[config.mk]
export PLATFORM = sky130hd
export DESIGN_NAME = alu_wide_sequencer
export DESIGN_NICKNAME = d
export VERILOG_FILES = /design/src/rtl/alu_wide_sequencer.sv
export SDC_FILE = /design/constraint.sdc
export NUM_CORES = 1
export LEC_CHECK = 0
export CORE_MARGIN = 2
export CORE_UTILIZATION = 30
export DETAILED_ROUTE_END_ITERATION = 16
export PLACE_DENSITY = 0.62
export RECOVER_POWER = 100
export REMOVE_ABC_BUFFERS = 1
export SYNTH_ARGS = -nofsm -noshare
export SYNTH_HDL_FRONTEND = slang
export SYNTH_SLANG_ARGS = --single-unit
export TNS_END_PERCENT = 10
[constraint.sdc]
create_clock -name clk -period 1.7 [get_ports clk]
set_input_delay 0.17 -clock clk [delete_from_list [all_inputs] [get_ports clk]]
set_output_delay 0.17 -clock clk [all_outputs]
set_load 0.01 [all_outputs]
[src/rtl/alu_wide_sequencer.sv]
// Multi-byte sequencer for an 8-bit combinational ALU: walks the operands one byte
// per cycle (LSB first), chaining the carry through the ALU between passes.
module alu_wide_sequencer #(
   parameter int  NBYTES = 2,
   localparam int W      = 8 * NBYTES
) (
   input  logic         clk,
   input  logic         reset,
   input  logic         start_i,
   input  logic [1:0]   op_i,
   input  logic [W-1:0] a_i,
   input  logic [W-1:0] b_i,
   output logic         ready_o,
   output logic         done_o,
   output logic [W-1:0] result_o,
   output logic         carry_o,
   output logic [3:0]   alu_ctrl_o,
   output logic [7:0]   alu_a_o,
   output logic [7:0]   alu_b_o,
   output logic         alu_cin_o,
   input  logic [7:0]   alu_out_i,
   input  logic         alu_cout_i
);

   // state | meaning
   // IDLE  | waiting for start_i, ready_o high
   // NEGB  | inverting b one byte per cycle (SUB only)
   // ARITH | one result byte per cycle, carry chained through r_c
   // DONE  | one-cycle done_o pulse, result_o/carry_o valid

   localparam int IW = (NBYTES > 1) ? $clog2(NBYTES) : 1;
   localparam logic [IW-1:0] LAST_IDX = IW'(NBYTES - 1);

   // ALU opcode encoding shared with the ALU's definitions package
   localparam logic [3:0] K_ADDC = 4'h1;
   localparam logic [3:0] K_NEG  = 4'h3;
   localparam logic [3:0] K_AND  = 4'h4;
   localparam logic [3:0] K_OR   = 4'h5;

   localparam logic [1:0] OP_ADD = 2'b00;
   localparam logic [1:0] OP_SUB = 2'b01;
   localparam logic [1:0] OP_AND = 2'b10;
   localparam logic [1:0] OP_OR  = 2'b11;

   typedef enum logic [1:0] {
      S_IDLE  = 2'd0,
      S_NEGB  = 2'd1,
      S_ARITH = 2'd2,
      S_DONE  = 2'd3
   } state_t;

   state_t                   r_state;
   state_t                   w_state_nxt;
   logic [IW-1:0]            r_idx;
   logic                     r_c;
   logic [1:0]               r_op;
   logic [NBYTES-1:0][7:0]   r_a;
   logic [NBYTES-1:0][7:0]   r_b;
   logic [NBYTES-1:0][7:0]   r_res;
   logic [NBYTES-1:0][7:0]   w_res_nxt;
   logic                     w_last;
   logic                     w_arith_op;

   assign w_last     = (r_idx == LAST_IDX);
   assign w_arith_op = (r_op == OP_ADD) || (r_op == OP_SUB);

   always_ff @(posedge clk) begin
      if (reset) begin
         r_state <= S_IDLE;
      end else begin
         r_state <= w_state_nxt;
      end
   end

   always_comb begin
      w_state_nxt = r_state;
      case (r_state)
         S_IDLE: begin
            if (start_i) begin
               w_state_nxt = (op_i == OP_SUB) ? S_NEGB : S_ARITH;
            end
         end
         S_NEGB: begin
            if (w_last) begin
               w_state_nxt = S_ARITH;
            end
         end
         S_ARITH: begin
            if (w_last) begin
               w_state_nxt = S_DONE;
            end
         end
         S_DONE: begin
            w_state_nxt = S_IDLE;
         end
         default: begin
            w_state_nxt = S_IDLE;
         end
      endcase
   end

   always_comb begin
      ready_o    = (r_state == S_IDLE);
      done_o     = (r_state == S_DONE);
      alu_ctrl_o = K_AND;
      alu_a_o    = 8'h00;
      alu_b_o    = 8'h00;
      alu_cin_o  = 1'b0;
      case (r_state)
         S_NEGB: begin
            alu_ctrl_o = K_NEG;
            alu_a_o    = r_b[r_idx];
         end
         S_ARITH: begin
            alu_a_o = r_a[r_idx];
            alu_b_o = r_b[r_idx];
            case (r_op)
               OP_ADD, OP_SUB: begin
                  alu_ctrl_o = K_ADDC;
                  alu_cin_o  = r_c;
               end
               OP_AND:  alu_ctrl_o = K_AND;
               OP_OR:   alu_ctrl_o = K_OR;
               default: alu_ctrl_o = K_AND;
            endcase
         end
         default: begin
            alu_ctrl_o = K_AND;
         end
      endcase
   end

   // Last byte bypasses r_res so result_o is complete on the edge into DONE.
   always_comb begin
      w_res_nxt        = r_res;
      w_res_nxt[r_idx] = alu_out_i;
   end

   always_ff @(posedge clk) begin
      if (reset) begin
         r_idx    <= '0;
         r_c      <= 1'b0;
         r_op     <= OP_ADD;
         r_a      <= '0;
         r_b      <= '0;
         r_res    <= '0;
         result_o <= '0;
         carry_o  <= 1'b0;
      end else begin
         case (r_state)
            S_IDLE: begin
               if (start_i) begin
                  r_op  <= op_i;
                  r_a   <= a_i;
                  r_b   <= b_i;
                  r_idx <= '0;
                  r_c   <= (op_i == OP_SUB);
               end
            end
            S_NEGB: begin
               r_b[r_idx] <= alu_out_i;
               r_idx      <= w_last ? '0 : r_idx + 1'b1;
            end
            S_ARITH: begin
               r_res[r_idx] <= alu_out_i;
               if (w_arith_op) begin
                  r_c <= alu_cout_i;
               end
               if (w_last) begin
                  r_idx    <= '0;
                  result_o <= w_res_nxt;
                  carry_o  <= w_arith_op ? alu_cout_i : 1'b0;
               end else begin
                  r_idx <= r_idx + 1'b1;
               end
            end
            default: begin
            end
         endcase
      end
   end

endmodule
Word level (Yosys, flattened, before mapping)

Index checks and enable logic that the tools add are counted.

Bits in registers: 71
Bits of input ports: 46
Output and inout bits: 40
Logic and storage cells: 69

Add/sub/neg operators: 1
$lt $le $gt $ge: 2
Eq/ne operators: 11
Mux-type cells: 28
Reduce and logical (&&, ||, !) cells: 15

Operators with widths:

| kind                | count |
|---|---|
| $mux 8              | 6 |
| $bwmux 16           | 2 |
| $pmux 16 s2         | 1 |
| $mux 16             | 1 |
| $pmux 8 s2          | 1 |
| $pmux 4 s3          | 1 |
| $demux 8 s1         | 1 |
| $eq 2x2->1 const B  | 4 |
| $mux 2              | 4 |
| $ne 2x2->1 const B  | 4 |
| $pmux 2 s4          | 1 |
| $pmux 4 s2          | 1 |
| $reduce_and 2->1    | 4 |
| $mux 1              | 7 |
| $eq 2x1->1 const B  | 3 |
| $reduce_and 3->1    | 2 |
| $reduce_bool 2->1   | 3 |
| $logic_not 2->1     | 2 |
| $pmux 1 s2          | 2 |
| $reduce_or 2->1     | 2 |
| $lt 1x2->1 const B  | 1 |
| $add 1x1->1 const B | 1 |
| $ge 1x1->1 const B  | 1 |
| $logic_and 1x1->1   | 1 |
| $logic_or 1x1->1    | 1 |

Depth between registers and ports, before layout

Depth in word-level cells: 6
Depth in mapped cells: 8
Gate-level depth less buffers: 5

Worst setup path before layout

OpenSTA, ideal clock, no wires.

Kind: register to register
Start: reg r_state[0]
End: reg r_b[0] (netlist bit)
Library setup time: 0.071 ns
Arrival time: 1.505 ns
Data required time: 1.629 ns
Path slack: 0.125 ns
Stages on the path, launching flop included: 6
Path buffers: 0
Clock period less this slack: 1.575 ns
Path through: dfxtp_1 -> inv_1 -> ha_1 -> mux2_2 -> a21oi_4 -> o2bb2ai_1

Longest elaborated chain between the ends: 3
Elaborated cells between the ends (all ways): 6
Those cells by class: 2 x eq/ne; 1 x mux; 3 x reduce/logical

Ends and longest elaborated chain:

| what                                                             | line | RTL |
|---|---|---|
| from (decl)                                                      | 52   | `state_t r_state;` |
| from (signal assigned)                                           | 71   | `r_state <= w_state_nxt;` |
| $logic_not 2->1 (*)                                              | n/a  |  |
| net ready_o                                                      | 13   | `output logic ready_o,` |
| $ne 2x2->1 (no source line) or $reduce_bool 2->1 (tied branches) | n/a  |  |
| $reduce_and 2->1 (no source line)                                | n/a  |  |
| to (signal assigned)                                             | 155  | `r_b <= b_i;` |
| to (signal, indexed assignment)                                  | 161  | `r_b[r_idx] <= alu_out_i;` |
| to (decl)                                                        | 58   | `logic [NBYTES-1:0][7:0] r_b;` |

Mark *: on every way through the listed nets, which the timed path passes. The rest lies on a longest branch.
A chain may end at the register's enable or synchronous reset.

Worst setup path in the final report

Start: reg r_idx
End: out alu_a_o[7]

Longest elaborated chain between the ends: 3
Elaborated cells between the ends (all ways): 5
Those cells by class: 5 x mux

Ends and longest elaborated chain:

| what                                          | line     | RTL |
|---|---|---|
| from (decl)                                   | 54       | `logic [IW-1:0] r_idx;` |
| from (signal assigned)                        | 162      | `r_idx <= w_last ? '0 : r_idx + 1'b1;` |
| from (signal assigned)                        | 174      | `r_idx <= r_idx + 1'b1;` |
| $mux 8, on equally long branches (2 in a row) | 115, 112 |  |
| $pmux 8 s2 (*)                                | 109      | `case (r_state)` |
| to (decl)                                     | 18       | `output logic [7:0] alu_a_o,` |

Mark *: on every way between the ends. The rest lies on a longest branch, timed or not. The select of a mux whose other input is x is not followed.

==> results.ini <==
[critical_path]
cp-start-kind = register
cp_slowest_stage_delay_ns = 0.39
worstPathArrival_ns = 1.56
cp.required_ns = 1.53
cp_max_fo = 6
cpMaxStageDelayCell = dfxtp_4
worstPathCellList = buf_12 -> mux2_4 -> a22oi_1 -> nor2b_1 -> clkbuf_2
cp-end-kind = output pin
path_class = register to output pin

[placed_design]
portBuffers = 84
dp_hpwl_um = 6080
place_ws_ns = -0.195
gp_congestion = 0.820
dpl_cell_area_mm2 = 0.00404

[floorplanning]
die_area_mm2 = 0.0106
start_util_pct = 30.4
die_y_um = 103
dieWidth_um = 103
core_mm2 = 0.00964
io_pins = 86
row_count = 36

[logic_synthesis]
synth_common_cells = nand2_1 (73), dfxtp_1 (63), a21oi_1 (37), mux2i_1 (25), a22oi_1 (17)
netlist_area_mm2 = 0.00293
ys_seq_area_share_pct = 43.0
synthCells = 334
yosysWarningCount = 0
synthTopCellsByArea = dfxtp_1 (43%), nand2_1 (9.3%), mux2i_1 (8.5%)
yosysMostFrequentCell = nand2_1
synth_area_leader_cell = dfxtp_1
synth_top_area_share_pct = 43.0
synthDistinctLibCells = 35
synth_area_per_cell_um2 = 8.78
synth_edf_count = 0
ys_seq_elements = 63
synthFlopType = dfxtp_1
synth-async-reset-ratio_pct = 0

[clocking]
cts_tree = done
clockRootBuffer = clkbuf_8
path_clk_slew_ns = 0.08
post_cts_buffers = 0
cts_buffers = 9
clock_path_buffers = 2
cts_sinks = 63
htree_levels = 3
clock_latency_ns = 0.34

[routing]
drt_iter0_drc = 69
avgRoutedWirePerCell_um = 14.3
detail-route-antenna-nets = 0
drc = 0
post_drt_via_cell_ratio = 4.71
via_count = 2682
first_pass_iters = 4
routed_wl_um = 8130

[outcome]
status = complete, but fails checks
failed_checks = setup timing

[layout]
insertedDiodeCount = 0
area_delta_synth_final_pct = 48.8
fin_nets = 485
final_cell_area_mm2 = 0.00436
drive_gt1_share_pct = 21.5
final_util_pct = 45.3

[power_and_ir_drop]
p_leak_nw = 1.66
p_per_area_mw_per_mm2 = 1380
ir_worst_vdd_mv = 0.700

[min_path]
min_path_type = input port to register

[sta]
finalCritPeriodShare_pct = 102
fmax_ghz = 0.579
finalClockSkew_ns = 0.0107
whs_ns = 0.155
finalSetupViolations = 9
drv_slew = 0
finalCriticalPeriod_ns = 1.73
rsz0062_at_grt = true
layout_setup_ws_ns = -0.0265
hold_viol_final = 0

[global_routing]
antenna_found_initial = 0
grt_pass1_vias = 2625
grt-ovfl-total = 0
track_usage_pct = 15.6
grt_pass1_wl_um = 12800
grt_max_degree = 29

[run]
maxCapViolations = 0

[final timing paths]
path / from / end / slack (ns) / depth (start not counted)
max: r_idx / alu_a_o[7] / -0.03 / 5
min: reset / r_idx / 0.16 / 2
min reg2reg: r_res[6] / result_o[6] / 0.45 / 2
max reg2reg: r_state[0] / r_b[3] / 0.06 / 6
[cells by family after synthesis]
logic type / Yosys count / synth area share, %
flip-flops: 63 / 43.0
AND/OR/NAND/NOR: 114 / 18.0
adder cells (fa/ha/maj): 7 / 2.99
buffers and inverters: 31 / 5.42
AO/OA/AOI/OAI: 90 / 20.7
other: 1 / 0.128
multiplexers: 28 / 9.68
[power by group]
group,internal [W],leakage [nW],switching [W],total [W]
sequential,0.00178,0.516,0.000220,0.00200
combinational,0.00131,1.03,0.00122,0.00253
clock,0.000843,0.111,0.000650,0.00149
[what timing repair did]
item | 4_1_cts | 5_1_grt
cloned | 0 | 1
hold buffers | 0 | 0
setup endpoints to repair | 41 | 32
resized for setup | 67 | 40
pin swaps | 1 | 12
[cell type report]
type	instances	area, um2
fillers	991	5280
multi-input cells	240	1650
flip-flops and latches	63	1270
repair buffers	112	1010
well taps	133	166
clock buffers	9	124
clock inverters	7	103
inverters	6	32.5
[registers in the layout (all words and copies together) (netlist names)]
name      count
r_state       2
r_c           1
carry_o       1
r_res         8
r_a          16
r_b          16
r_idx         1
r_op          2
result_o     16
[stage by stage]
stage / cells / setup TNS [ns] / total power (W)
floorplan: 309 / -1.03 / 0.00317
global placement: 553 / -1.59 / 0.00420
detailed placement: 553 / -3.05 / 0.00425
CTS: 569 / -1.66 / 0.00590
global route: 570 / -1.14 / 0.00638
finish: 570 / -0.116 / 0.00603
[routing by layer]
layer  GRT usage [%]  wire [um]  vias up
met2            27.1       3970       74
met5               0          0        -
li1                -          -     1350
met1            19.5       3710     1250
met4            3.74         72        0
met3            3.93        384        8
[cell usage in the layout (no fill, tap or decap), types with 4 or more instances in the layout]
cell type,netlist,final
mux2i_1,25,17
clkbuf_2,2,7
mux2i_4,0,5
dfxtp_1,63,60
dlygate4sd2_1,0,6
nor2_1,8,8
clkbuf_8,0,9
nand2_1,73,73
buf_2,11,11
o2bb2ai_1,16,16
a22oi_1,17,17
dlygate4sd3_1,0,17
o22ai_1,7,6
and2_1,12,10
clkdlybuf4s50_1,0,44
nor2b_1,11,8
a21oi_1,37,37
o21ai_0,4,4
inv_4,0,4
buf_4,5,20
[critical path: cells and delay by family, from the launching register on]
kind                   cells  cell delay [ns]
flip-flops                 1             0.39
AND/OR/NAND/NOR            1             0.07
AO/OA/AOI/OAI              1             0.18
multiplexers               1             0.31
buffers and inverters      2             0.26
(Power assumes the default switching activity.)
